===== src/rtl/riscv_immext_pipe_if.sv =====
// Request/response bundle for the pipelined RISC-V immediate extender.
// Signal names are taken from the extender's point of view: i_* flow into it, o_* flow out of it.
interface riscv_immext_pipe_if #(
  parameter int XLEN  = 32,
  parameter int TAG_W = 5
);
  logic              i_flush;
  logic              i_valid;
  logic              o_ready;
  logic [31:0]       i_instr;
  logic [2:0]        i_imm_src;
  logic [TAG_W-1:0]  i_tag;
  logic              o_valid;
  logic              i_ready;
  logic [XLEN-1:0]   o_imm;
  logic [TAG_W-1:0]  o_tag;
  logic              o_err;

  // The extender itself.
  modport slave (
    input  i_flush, i_valid, i_instr, i_imm_src, i_tag, i_ready,
    output o_ready, o_valid, o_imm, o_tag, o_err
  );

  // The decoder that issues requests and the execute stage that consumes results.
  modport master (
    output i_flush, i_valid, i_instr, i_imm_src, i_tag, i_ready,
    input  o_ready, o_valid, o_imm, o_tag, o_err
  );
endinterface


===== src/rtl/riscv_immext_pipe.sv =====
// Pipelined RV32I/RV64I immediate extender: combinational extension into a
// small circular result buffer with valid/ready on both sides, flush and tag sideband.
module riscv_immext_pipe #(
  parameter int XLEN  = 32,
  parameter int TAG_W = 5,
  parameter int DEPTH = 2
) (
  input  logic               i_clk,
  input  logic               i_rstn,
  riscv_immext_pipe_if.slave bus
);
  localparam int PW = $clog2(DEPTH);
  localparam int CW = PW + 1;

  typedef enum logic [2:0] {
    FMT_I   = 3'd0,
    FMT_S   = 3'd1,
    FMT_B   = 3'd2,
    FMT_U   = 3'd3,
    FMT_J   = 3'd4,
    FMT_Z   = 3'd5,
    FMT_SH  = 3'd6,
    FMT_ILL = 3'd7
  } imm_fmt_e;

  typedef struct packed {
    logic [XLEN-1:0]  imm;
    logic [TAG_W-1:0] tag;
    logic             err;
  } entry_t;

  entry_t [DEPTH-1:0] mem;
  entry_t             head;
  entry_t             wr_entry;
  logic [PW-1:0]      wr_ptr;
  logic [PW-1:0]      rd_ptr;
  logic [CW-1:0]      count;
  logic               full;
  logic               empty;
  logic               push;
  logic               pop;

  imm_fmt_e           fmt;
  logic               sgn;
  logic [31:0]        sext32;
  logic [XLEN-1:0]    sext_imm;
  logic [5:0]         shamt;
  logic [XLEN-1:0]    ext_imm;
  logic               ext_err;
  logic               unused_opcode;

  assign fmt           = imm_fmt_e'(bus.i_imm_src);
  assign sgn           = bus.i_instr[31];
  assign unused_opcode = ^bus.i_instr[6:0];

  // RV64 shifts take a 6-bit shamt; RV32 only the low 5 bits are meaningful.
  assign shamt = (XLEN == 64) ? bus.i_instr[25:20] : {1'b0, bus.i_instr[24:20]};

  // Every signed format is first built as a 32-bit value, then widened by bit 31.
  always_comb begin
    // NOTE: every always_comb output gets a default first so no path can infer a latch.
    sext32 = '0;
    case (fmt)
      FMT_I:   sext32 = {{20{sgn}}, bus.i_instr[31:20]};
      FMT_S:   sext32 = {{20{sgn}}, bus.i_instr[31:25], bus.i_instr[11:7]};
      FMT_B:   sext32 = {{19{sgn}}, bus.i_instr[31], bus.i_instr[7],
                         bus.i_instr[30:25], bus.i_instr[11:8], 1'b0};
      FMT_U:   sext32 = {bus.i_instr[31:12], 12'b0};
      FMT_J:   sext32 = {{11{sgn}}, bus.i_instr[31], bus.i_instr[19:12],
                         bus.i_instr[20], bus.i_instr[30:21], 1'b0};
      default: sext32 = '0;
    endcase
  end

  assign sext_imm = {{(XLEN-31){sext32[31]}}, sext32[30:0]};

  always_comb begin
    ext_imm = '0;
    ext_err = 1'b0;
    case (fmt)
      FMT_I, FMT_S, FMT_B, FMT_U, FMT_J: ext_imm = sext_imm;
      FMT_Z:   ext_imm = {{(XLEN-5){1'b0}}, bus.i_instr[19:15]};
      FMT_SH:  ext_imm = {{(XLEN-6){1'b0}}, shamt};
      default: ext_err = 1'b1;
    endcase
  end

  assign wr_entry = '{imm: ext_imm, tag: bus.i_tag, err: ext_err};

  // Handshake qualifiers come from registered occupancy only, so i_ready never reaches o_ready.
  assign full  = (count == CW'(DEPTH));
  assign empty = (count == '0);
  assign push  = bus.i_valid && !full && !bus.i_flush;
  assign pop   = !empty && bus.i_ready && !bus.i_flush;

  always_ff @(posedge i_clk or negedge i_rstn) begin
    if (!i_rstn) begin
      wr_ptr <= '0;
      rd_ptr <= '0;
      count  <= '0;
      // NOTE: the entry storage is cleared on reset too, so no stale result survives a reset.
      mem    <= '0;
    end else if (bus.i_flush) begin
      wr_ptr <= '0;
      rd_ptr <= '0;
      count  <= '0;
    end else begin
      if (push) begin
        mem[wr_ptr] <= wr_entry;
        wr_ptr      <= wr_ptr + 1'b1;
      end
      if (pop) begin
        rd_ptr <= rd_ptr + 1'b1;
      end
      case ({push, pop})
        2'b10:   count <= count + 1'b1;
        2'b01:   count <= count - 1'b1;
        default: count <= count;
      endcase
    end
  end

  assign head = mem[rd_ptr];

  assign bus.o_ready = !full;
  assign bus.o_valid = !empty;
  assign bus.o_imm   = empty ? '0 : head.imm;
  assign bus.o_tag   = empty ? '0 : head.tag;
  assign bus.o_err   = empty ? 1'b0 : head.err;
endmodule

===== src/flat_wrapper.sv =====
// flat-port wrapper written by rule: the top's interface ports become plain ports
module riscv_immext_pipe_flat 
#(
  parameter int XLEN  = 32,
  parameter int TAG_W = 5,
  parameter int DEPTH = 2
)
  (i_clk, i_rstn, bus_i_flush, bus_i_valid, bus_i_instr, bus_i_imm_src, bus_i_tag, bus_i_ready, bus_o_ready, bus_o_valid, bus_o_imm, bus_o_tag, bus_o_err);
  riscv_immext_pipe_if #(.XLEN(XLEN), .TAG_W(TAG_W)) bus_i ();
  input  logic i_clk;
  input  logic i_rstn;
  input wire logic [$bits(bus_i.i_flush)-1:0] bus_i_flush;
  input wire logic [$bits(bus_i.i_valid)-1:0] bus_i_valid;
  input wire logic [$bits(bus_i.i_instr)-1:0] bus_i_instr;
  input wire logic [$bits(bus_i.i_imm_src)-1:0] bus_i_imm_src;
  input wire logic [$bits(bus_i.i_tag)-1:0] bus_i_tag;
  input wire logic [$bits(bus_i.i_ready)-1:0] bus_i_ready;
  output wire logic [$bits(bus_i.o_ready)-1:0] bus_o_ready;
  output wire logic [$bits(bus_i.o_valid)-1:0] bus_o_valid;
  output wire logic [$bits(bus_i.o_imm)-1:0] bus_o_imm;
  output wire logic [$bits(bus_i.o_tag)-1:0] bus_o_tag;
  output wire logic [$bits(bus_i.o_err)-1:0] bus_o_err;
  assign bus_i.i_flush = bus_i_flush;
  assign bus_i.i_valid = bus_i_valid;
  assign bus_i.i_instr = bus_i_instr;
  assign bus_i.i_imm_src = bus_i_imm_src;
  assign bus_i.i_tag = bus_i_tag;
  assign bus_i.i_ready = bus_i_ready;
  assign bus_o_ready = bus_i.o_ready;
  assign bus_o_valid = bus_i.o_valid;
  assign bus_o_imm = bus_i.o_imm;
  assign bus_o_tag = bus_i.o_tag;
  assign bus_o_err = bus_i.o_err;
  riscv_immext_pipe #(.XLEN(XLEN), .TAG_W(TAG_W), .DEPTH(DEPTH)) u_core (.i_clk(i_clk), .i_rstn(i_rstn), .bus(bus_i));
endmodule

===== config.mk =====
export PLATFORM = sky130hd
export DESIGN_NAME = riscv_immext_pipe_flat
export DESIGN_NICKNAME = d
export VERILOG_FILES = /design/src/rtl/riscv_immext_pipe_if.sv /design/src/rtl/riscv_immext_pipe.sv /design/src/flat_wrapper.sv
export SDC_FILE = /design/constraint.sdc
export NUM_CORES = 1
export LEC_CHECK = 0
export ABC_AREA = 1
export CORE_MARGIN = 4
export CORE_UTILIZATION = 46
export DETAILED_ROUTE_END_ITERATION = 6
export GPL_TIMING_DRIVEN = 0
export PLACE_DENSITY = 0.86
export SYNTH_ARGS = -nofsm -noshare
export SYNTH_HDL_FRONTEND = slang
export SYNTH_SLANG_ARGS = --single-unit

===== constraint.sdc =====
create_clock -name i_clk -period 1.25 [get_ports i_clk]
set_input_delay 0.1875 -clock i_clk [delete_from_list [all_inputs] [get_ports i_clk]]
set_output_delay 0.1875 -clock i_clk [all_outputs]
set_load 0.005 [all_outputs]

Word level (Yosys, flattened, before mapping)

Cells that the tools add are included.

Register bits after elaboration: 80
Bits of input ports: 45
Output and inout port bits: 40
Logic and storage cells: 59

$add $sub $neg: 4
Magnitude comparators: 3
Equality and inequality tests: 9
Mux-type cells: 17
Bitwise gates (word level): 1
Reduce and logical (&&, ||, !) cells: 16

Operators by type and width:

| operator                                                    | count |
|---|---|
| case mux 32 bit (5 select lines)                            | 1 |
| 2-to-1 mux 38 bit                                           | 3 |
| case mux 32 bit (3 select lines)                            | 1 |
| bitwise mux 76 bit                                          | 1 |
| demux 38 bit (select 1 bit)                                 | 1 |
| 2-to-1 mux 32 bit                                           | 1 |
| equality test 3 bit (second input constant)                 | 3 |
| OR reduction 7 bit                                          | 1 |
| equality test 3 x 2 -> 1 bit (second input constant)        | 2 |
| 2-to-1 mux 1 bit                                            | 6 |
| logical AND 1 bit                                           | 5 |
| 2-to-1 mux 5 bit                                            | 1 |
| OR reduction 5 bit                                          | 1 |
| equality test 2 bit (second input constant)                 | 2 |
| less-than comparator 1 x 2 -> 1 bit (second input constant) | 2 |
| case mux 2 bit (2 select lines)                             | 1 |
| nonzero test 2 bit                                          | 2 |
| equality test 3 x 1 -> 1 bit (second input constant)        | 1 |
| zero test 1 bit                                             | 3 |
| zero test 3 bit                                             | 1 |
| nonzero test 3 bit                                          | 1 |
| adder 1 bit (second input constant)                         | 2 |
| adder 2 x 1 -> 2 bit (second input constant)                | 1 |
| equality test 2 x 1 -> 1 bit (second input constant)        | 1 |
| 6 further kinds                                             | 6 |

Longest topological paths before layout

Gate-level depths: netlist of the first run.

Depth in word-level cells: 7
Gate-level depth with buffers: 10
Depth with buffers taken out: 9

Worst setup path after synthesis of the first run

No wires, ideal clock.

Kind: register -> output
Start: register u_core.rd_ptr
End: output port bus_o_imm[28]
Arrival: 1.069 ns
Required time: 1.062 ns
Slack: -0.007 ns
Cell stages (with the launch flop): 5
Buffers on the path: 2
Path through: dfrtp_1 > clkbuf_1 > clkbuf_1 > nand2_1 > a21oi_1

Word-level cells in the longest chain between the ends: 3

RTL lines:

| element                                               | RTL line                 | RTL |
|---|---|---|
| start, declared                                       | riscv_immext_pipe.sv:36  | `logic [PW-1:0] rd_ptr;` |
| start signal, assigned                                | riscv_immext_pipe.sv:113 | `rd_ptr <= rd_ptr + 1'b1;` |
| 2-to-1 mux 38 bit (not written as such) (2 in series) | riscv_immext_pipe.sv:123 | `assign head = mem[rd_ptr];` |
| 2-to-1 mux 32 bit                                     | riscv_immext_pipe.sv:127 | `assign bus.o_imm = empty ? '0 : head.imm;` |
| end, declared                                         | flat_wrapper.sv:20       | `output wire logic [$bits(bus_i.o_imm)-1:0] bus_o_imm;` |

Every way passes these cells. The select of a mux whose other input is x is not followed.

Final worst setup path of the first run

Start: register u_core.count[0]
End: output port bus_o_imm[3]

Word-level cells in the longest chain between the ends: 2

RTL lines:

| element                | RTL line                 | RTL |
|---|---|---|
| start, declared        | riscv_immext_pipe.sv:37  | `logic [CW-1:0] count;` |
| start signal, assigned | riscv_immext_pipe.sv:116 | `2'b10: count <= count + 1'b1;` |
| start signal, assigned | riscv_immext_pipe.sv:117 | `2'b01: count <= count - 1'b1;` |
| start signal, assigned | riscv_immext_pipe.sv:118 | `default: count <= count;` |
| zero test 2 bit        | riscv_immext_pipe.sv:92  | `assign empty = (count == '0);` |
| 2-to-1 mux 32 bit      | riscv_immext_pipe.sv:127 |  |

Every way passes these cells.

==> flow_metrics.tcl, run 1 <==
set metrics [dict create \
    synth.cell_area_mm2 0.00396 \
    cp.depth 7 \
    htree_levels 3 \
    wirelength_um 21000 \
    crit_fanout 7 \
    tritoncts "done" \
    grt_pass1_wl_um 26300 \
    wl_per_cell_um 26.8 \
    finalSetupTns_ns -58.91 \
    grt_overflow 0 \
    initial_core_util_pct 47.7 \
    fin_nets 717 \
    drtPass1Iterations 7 \
    setup_viol 119 \
    remaining_drc_errors 0 \
    hold_path_class "in2async" \
    max_cap_violations 0 \
    clkLatencyLatePin_ns 0.39 \
    clock-sinks 80 \
    path_cells "buf_6 -> nor2_4 -> buf_12 -> clkbuf_16 -> buf_6 -> a21oi_2 -> buf_2" \
    clk_pin_slew_ns 0.11 \
    io_buffers 76 \
    gp_congestion 0.947 \
    yosysUniqueCellTypes 21 \
    syn_inst 527 \
    slowest_stage "dfrtp_2" \
    ant_nets 0 \
    num-fill-cells 368 \
    track_usage_pct 34.6 \
    dieArea_mm2 0.0102 \
    vias 5189 \
    drive_gt1_share_pct 50.1 \
    cts_buffer_depth 2 \
    cp_data_required_time_ns 1.06 \
    worst_setup_path_end_kind "output port" \
    critPathMaxStageDelay_ns 0.43 \
    failed_checks "setup timing" \
    yosys.area.top_type "dfrtp_1" \
    syn_avg_cell_area_um2 7.52 \
    die_w_um 101 \
    die_h_um 101 \
    start_kind "flip-flop" \
    antenna_found_initial 0 \
    synth_area_leaders "dfrtp_1, nand2_1, o21ai_1" \
    grt_pass1_vias 4888 \
    synth_seq_cells 80 \
    regToRegSetupSlack_ns -0.59 \
    setup_ws_ns -0.614 \
    numCtsBuffers 9 \
    skew_ns 0.0212 \
    grt_setup_unrepaired "true" \
    io_pins 85 \
    cp_top_family "buffers and inverters" \
    grt_max_degree 63 \
    path_buf_inv 5 \
    period_needed_ns 1.86 \
    critPathKind "reg2out" \
    leakagePower_uw 0.00340 \
    yosys.area.top_type_share_pct 50.5 \
    relSlewSlack_pct 68.0 \
    worstMarginPinSlew_ns 0.480 \
    seq_area_mm2 0.00200 \
    multi_input_area_mm2 0.00247 \
    vdd_drop_max_v 0.000984 \
    route.top_layer_used "met4" \
    wl_met2_um 9260 \
    r2r_cells 10 \
    worstPathArrival_ns 1.68 \
    reg2reg_from "u_core.count[1]$_DFFE_PN0P_" \
    diodes 0 \
    fmax_mhz 537 \
    avgViaCountPerCell 6.64 \
    slew_violations 0 \
    finalCritPeriodShare_pct 149 \
    core_mm2 0.00830 \
    rows 33 \
    drt-initial-drc-count 618 \
    ys_warn_count 0 \
    outcome "finished, violations left" \
    wl_met3_um 2880 \
    reg2reg_to "u_core.mem[24]$_DFFE_PN0P_" \
    drt-met1-wl_um 6800 \
    dp_slack_ns -0.866 \
    dpl.hpwl_um 8140 \
    seq_area_frac_synth_pct 50.5 \
    syn_nets 572 \
    crit_top_cell "buf_6" \
    root_buffer "clkbuf_8" \
    final_hold_viol_count 0 \
    power_per_cell_area_mw_per_mm2 1530 \
    syn2layout_area_growth_pct 74.5 \
]
-- state kept, by name, indices dropped and copies added (netlist names) --
register and flops:
u_core.mem 76, u_core.count 2, u_core.rd_ptr 1, u_core.wr_ptr 1
-- where the power goes --
| part | switching, µW | internal, µW | leakage (µW) | total [µW] |
|---|---|---|---|---|
| clock | 1160 | 933 | 0.0000929 | 2100 |
| combinational | 2460 | 2050 | 0.00228 | 4500 |
| sequential | 711 | 3260 | 0.00103 | 3980 |
| total | 4330 | 6250 | 0.00340 | 10600 |
-- worst register-to-register path, stage by stage, from the launching register on --
cell and delay (ns):
dfrtp_2 0.44, buf_4 0.14, buf_6 0.12, nand2_4 0.07
nand2_4 0.06, nor2_4 0.17, nand2_4 0.12, buf_12 0.17
bufbuf_16 0.27, nand2_1 0.07, o21ai_1 0.07
-- final cells by class --
class | count | share of cell area [%]
clock buffers | 10 | 1.85
plain buffers | 28 | 6.68
clock inverters | 6 | 0.977
inverters | 37 | 2.77
flip-flops and latches | 80 | 29.0
well taps | 105 | 1.90
repair buffers | 135 | 21.1
multi-input cells | 381 | 35.7
-- synthesized netlist by cell type, drive strengths merged --
| cell | count |
|---|---|
| buf | 18 |
| clkbuf | 12 |
| dfrtp | 80 |
| a21oi | 50 |
| nor3 | 1 |
| o21ai | 71 |
| nand2 | 207 |
| nand4 | 3 |
| nand3 | 18 |
| nor2 | 29 |
| inv | 37 |
| o211ai | 1 |
-- worst max-delay path by stage --
stage                                             to  slack (ns)                         from
final                                   bus_o_imm[3]       -0.61  u_core.count[0]$_DFFE_PN0P_
after floorplan           u_core.mem[22]$_DFFE_PN0P_      -0.005  u_core.count[1]$_DFFE_PN0P_
after detailed placement               bus_o_imm[10]       -0.87    u_core.rd_ptr$_DFFE_PN0P_
after CTS                               bus_o_imm[4]       -0.49  u_core.count[0]$_DFFE_PN0P_
after global routing      u_core.mem[24]$_DFFE_PN0P_       -0.66  u_core.count[1]$_DFFE_PN0P_
after global placement    u_core.mem[23]$_DFFE_PN0P_       -2.64                       i_rstn
-- cells by family (layout without fill, tap and decap cells) --
group | Yosys count | count (layout) | share of synthesized area [%]
flops | 80 | 80 | 50.5
simple gates | 258 | 259 | 26.1
compound gates | 122 | 122 | 15.6
buf+inv | 67 | 216 | 7.80
-- through the flow --
step / instances / hold slack (ns) / power, µW / instance area, µm² / util [%]
3_3_place_gp: 708 / 0.457 / 5760 / 4860 / 58.5
3_5_place_dp: 709 / 0.0805 / 5890 / 4880 / 58.8
4_1_cts: 771 / 0.242 / 8920 / 6160 / 74.2
2_1_floorplan: 527 / -0.108 / 4850 / 3970 / -
5_1_grt: 782 / 0.253 / 10800 / 6910 / 83.3
6_report: 782 / 0.218 / 10600 / 6910 / 83.3
-- repair_timing --
action / 4_1_cts / 5_1_grt
setup endpoints to repair: 120 / 120
cloned: 24 / 1
hold buffers: 1 / 0
gates resized for setup: 341 / 209
hold endpoints to repair: 18 / 0
setup buffers: 21 / 14
pin swaps: 28 / 48
-- placed cells by master, fill, tap and decap left out, types with 23 or more instances in the layout --
cell type and count:
clkdlybuf4s50_1 35, dfrtp_1 78, nand2_1 115, buf_2 40, o21ai_1 23, inv_1 27, nor2_1 24, nand2_2 60
a21oi_2 36, nand2_4 31, o21ai_2 38, buf_8 26
-- routing by layer --
layer,global-route usage (%),up-vias
met5,0,-
met4,21.5,0
met3,9.07,204
met2,54.9,586
met1,41.9,2421
li1,-,1978
No activity file was read; power rests on OpenSTA's default activity.
==> run 2: changes to the inputs <==
--- a/config.mk
+++ b/config.mk
@@ -6,11 +6,13 @@
 export NUM_CORES = 1
 export LEC_CHECK = 0
 export ABC_AREA = 1
+export CAP_MARGIN = 20
 export CORE_MARGIN = 4
 export CORE_UTILIZATION = 46
 export DETAILED_ROUTE_END_ITERATION = 6
 export GPL_TIMING_DRIVEN = 0
 export PLACE_DENSITY = 0.86
+export REMOVE_ABC_BUFFERS = 1
 export SYNTH_ARGS = -nofsm -noshare
 export SYNTH_HDL_FRONTEND = slang
 export SYNTH_SLANG_ARGS = --single-unit
==> flow_metrics.tcl, run 2 (synthesized netlist as in run 1, its figures left out) <==
set metrics [dict create \
    avgViaCountPerCell 6.56 \
    die_w_um 101 \
    diodes 0 \
    route.top_layer_used "met4" \
    drt-initial-drc-count 681 \
    cp_data_required_time_ns 1.06 \
    clk_pin_slew_ns 0.10 \
    slew_violations 0 \
    grt_pass1_wl_um 25800 \
    final_core_util_pct 85.8 \
    critPathMaxStageDelay_ns 0.56 \
    crit_top_cell "buf_6" \
    core_mm2 0.00830 \
    crit_fanout 6 \
    worstMarginPinSlew_ns 0.682 \
    path_cells "buf_6 -> clkinvlp_4 -> buf_6 -> buf_6 -> nand2_2 -> a21oi_2 -> buf_2" \
    fmax_mhz 508 \
    grt_max_degree 57 \
    finalCritPeriodShare_pct 157 \
    grt_setup_unrepaired "true" \
    clkLatencyLatePin_ns 0.37 \
    wirelength_um 20500 \
    io_buffers 77 \
    clock-sinks 80 \
    tritoncts "done" \
    grt_overflow 0 \
    start_kind "flip-flop" \
    drive_gt1_share_pct 53.3 \
    wl_met3_um 2590 \
    layout_common_cells "nand2_1, dfrtp_1, nand2_4, o21ai_2, nand2_2" \
    largest_reg_flops 76 \
    num-fill-cells 365 \
    cts_buffer_depth 2 \
    vdd_drop_max_v 0.00101 \
    wl_met2_um 9490 \
    fin_nets 714 \
    htree_levels 3 \
    die_h_um 101 \
    numCtsBuffers 9 \
    antenna_found_initial 0 \
    worstPathArrival_ns 1.78 \
    wl_per_cell_um 26.4 \
    vias 5101 \
    failed_checks "setup timing" \
    setup_ws_ns -0.718 \
    syn2layout_area_growth_pct 79.7 \
    dieArea_mm2 0.0102 \
    reg2reg_from "u_core.count[1]$_DFFE_PN0P_" \
    rows 33 \
    power_per_cell_area_mw_per_mm2 1470 \
    relSlewSlack_pct 54.5 \
    skew_ns 0.0173 \
    final_hold_viol_count 0 \
    grt_pass1_vias 4826 \
    track_usage_pct 33.4 \
    gp_congestion 0.831 \
    dpl.hpwl_um 6810 \
    regToRegSetupSlack_ns -0.58 \
    top_register "u_core.mem" \
    io_pins 85 \
    drt-met1-wl_um 6890 \
    remaining_drc_errors 0 \
    root_buffer "clkbuf_8" \
    setup_viol 119 \
    initial_core_util_pct 47.7 \
    critPathLaunch "u_core.rd_ptr$_DFFE_PN0P_" \
    largest_registers "u_core.mem x76, u_core.count x2" \
    whs_ns 0.258 \
    critPathKind "reg2out" \
    hold_path_class "in2async" \
    period_needed_ns 1.97 \
    leakagePower_uw 0.00347 \
    outcome "finished, violations left" \
    slowest_stage "dfrtp_4" \
    layout_commonest_cell "nand2_1" \
    worst_setup_path_end_kind "output port" \
    ant_nets 0 \
    drtPass1Iterations 5 \
    max_cap_violations 0 \
]
run 2: cell count changes in the layout (fill, tap and decap cells not counted), sizes merged:
cell,change
clkbuf,-3
dlymetal6s2s,+3
bufbuf,-3
clkinv,+3
nand2,+3
nor2,+1
buf,-8
run 2: worst paths after layout:
kind                                              endpoint  cells after the start
worst max-delay path                          bus_o_imm[3]                      7
worst min-delay path            u_core.mem[43]$_DFFE_PN0P_                      2
worst max register to register  u_core.mem[11]$_DFFE_PN0P_                     11
worst min register to register  u_core.mem[20]$_DFFE_PN0P_                      2
max in group asynchronous        u_core.rd_ptr$_DFFE_PN0P_                      3
min in group i_clk              u_core.mem[40]$_DFFE_PN0P_                      3
run 2: metal layers:
metal / vias up / global-route usage, %
li1: 1994 / -
met3: 174 / 7.96
met1: 2432 / 43.3
met2: 501 / 52.6
met5: - / 0
met4: 0 / 15.6
run 2: what timing repair did:
item | CTS | global route
resized for setup | 301 | 222
pin swaps | 20 | 51
endpoints found under the hold margin | 24 | 0
hold buffers | 1 | 0
buffers inserted | 42 | 13
cloned | 23 | 5
endpoints found under the setup margin | 120 | 120
run 2: through the flow:
stage / instances / TNS (ns) / instance area [µm²] / setup slack (ns) / power (µW)
after CTS: 763 / -45.56 / 6290 / -0.661 / 8780
after floorplan: 497 / -82.13 / 3790 / -0.977 / 4770
after detailed placement: 682 / -103.10 / 4770 / -1.58 / 5800
final: 778 / -60.72 / 7120 / -0.718 / 10500
after global placement: 679 / -414.71 / 4690 / -2.65 / 5660
after global routing: 778 / -63.45 / 7120 / -0.749 / 10700
run 2: area by class of cell:
class,instances,area (µm²),area share (%)
clock buffer,11,141,1.99
clock inverter,4,45.0,0.632
inverter,37,181,2.55
multi-input combinational,385,2730,38.4
sequential,80,2010,28.2
tap,105,131,1.84
timing repair buffer,151,1810,25.4
timing repair inverter,5,72.6,1.02
run 2: power by group:
| group | switching, µW | total (µW) | internal, µW |
|---|---|---|---|
| clock | 1070 | 2030 | 961 |
| sequential | 736 | 4000 | 3270 |
| combinational | 2420 | 4420 | 2000 |
| total | 4230 | 10500 | 6230 |
run 2: critical path: cells and delay by family (launching register included):
kind,cells,cell delay [ns]
flip-flops,1,0.56
AO/OA/AOI/OAI,1,0.15
AND/OR/NAND/NOR,1,0.05
buffers and inverters,5,0.64
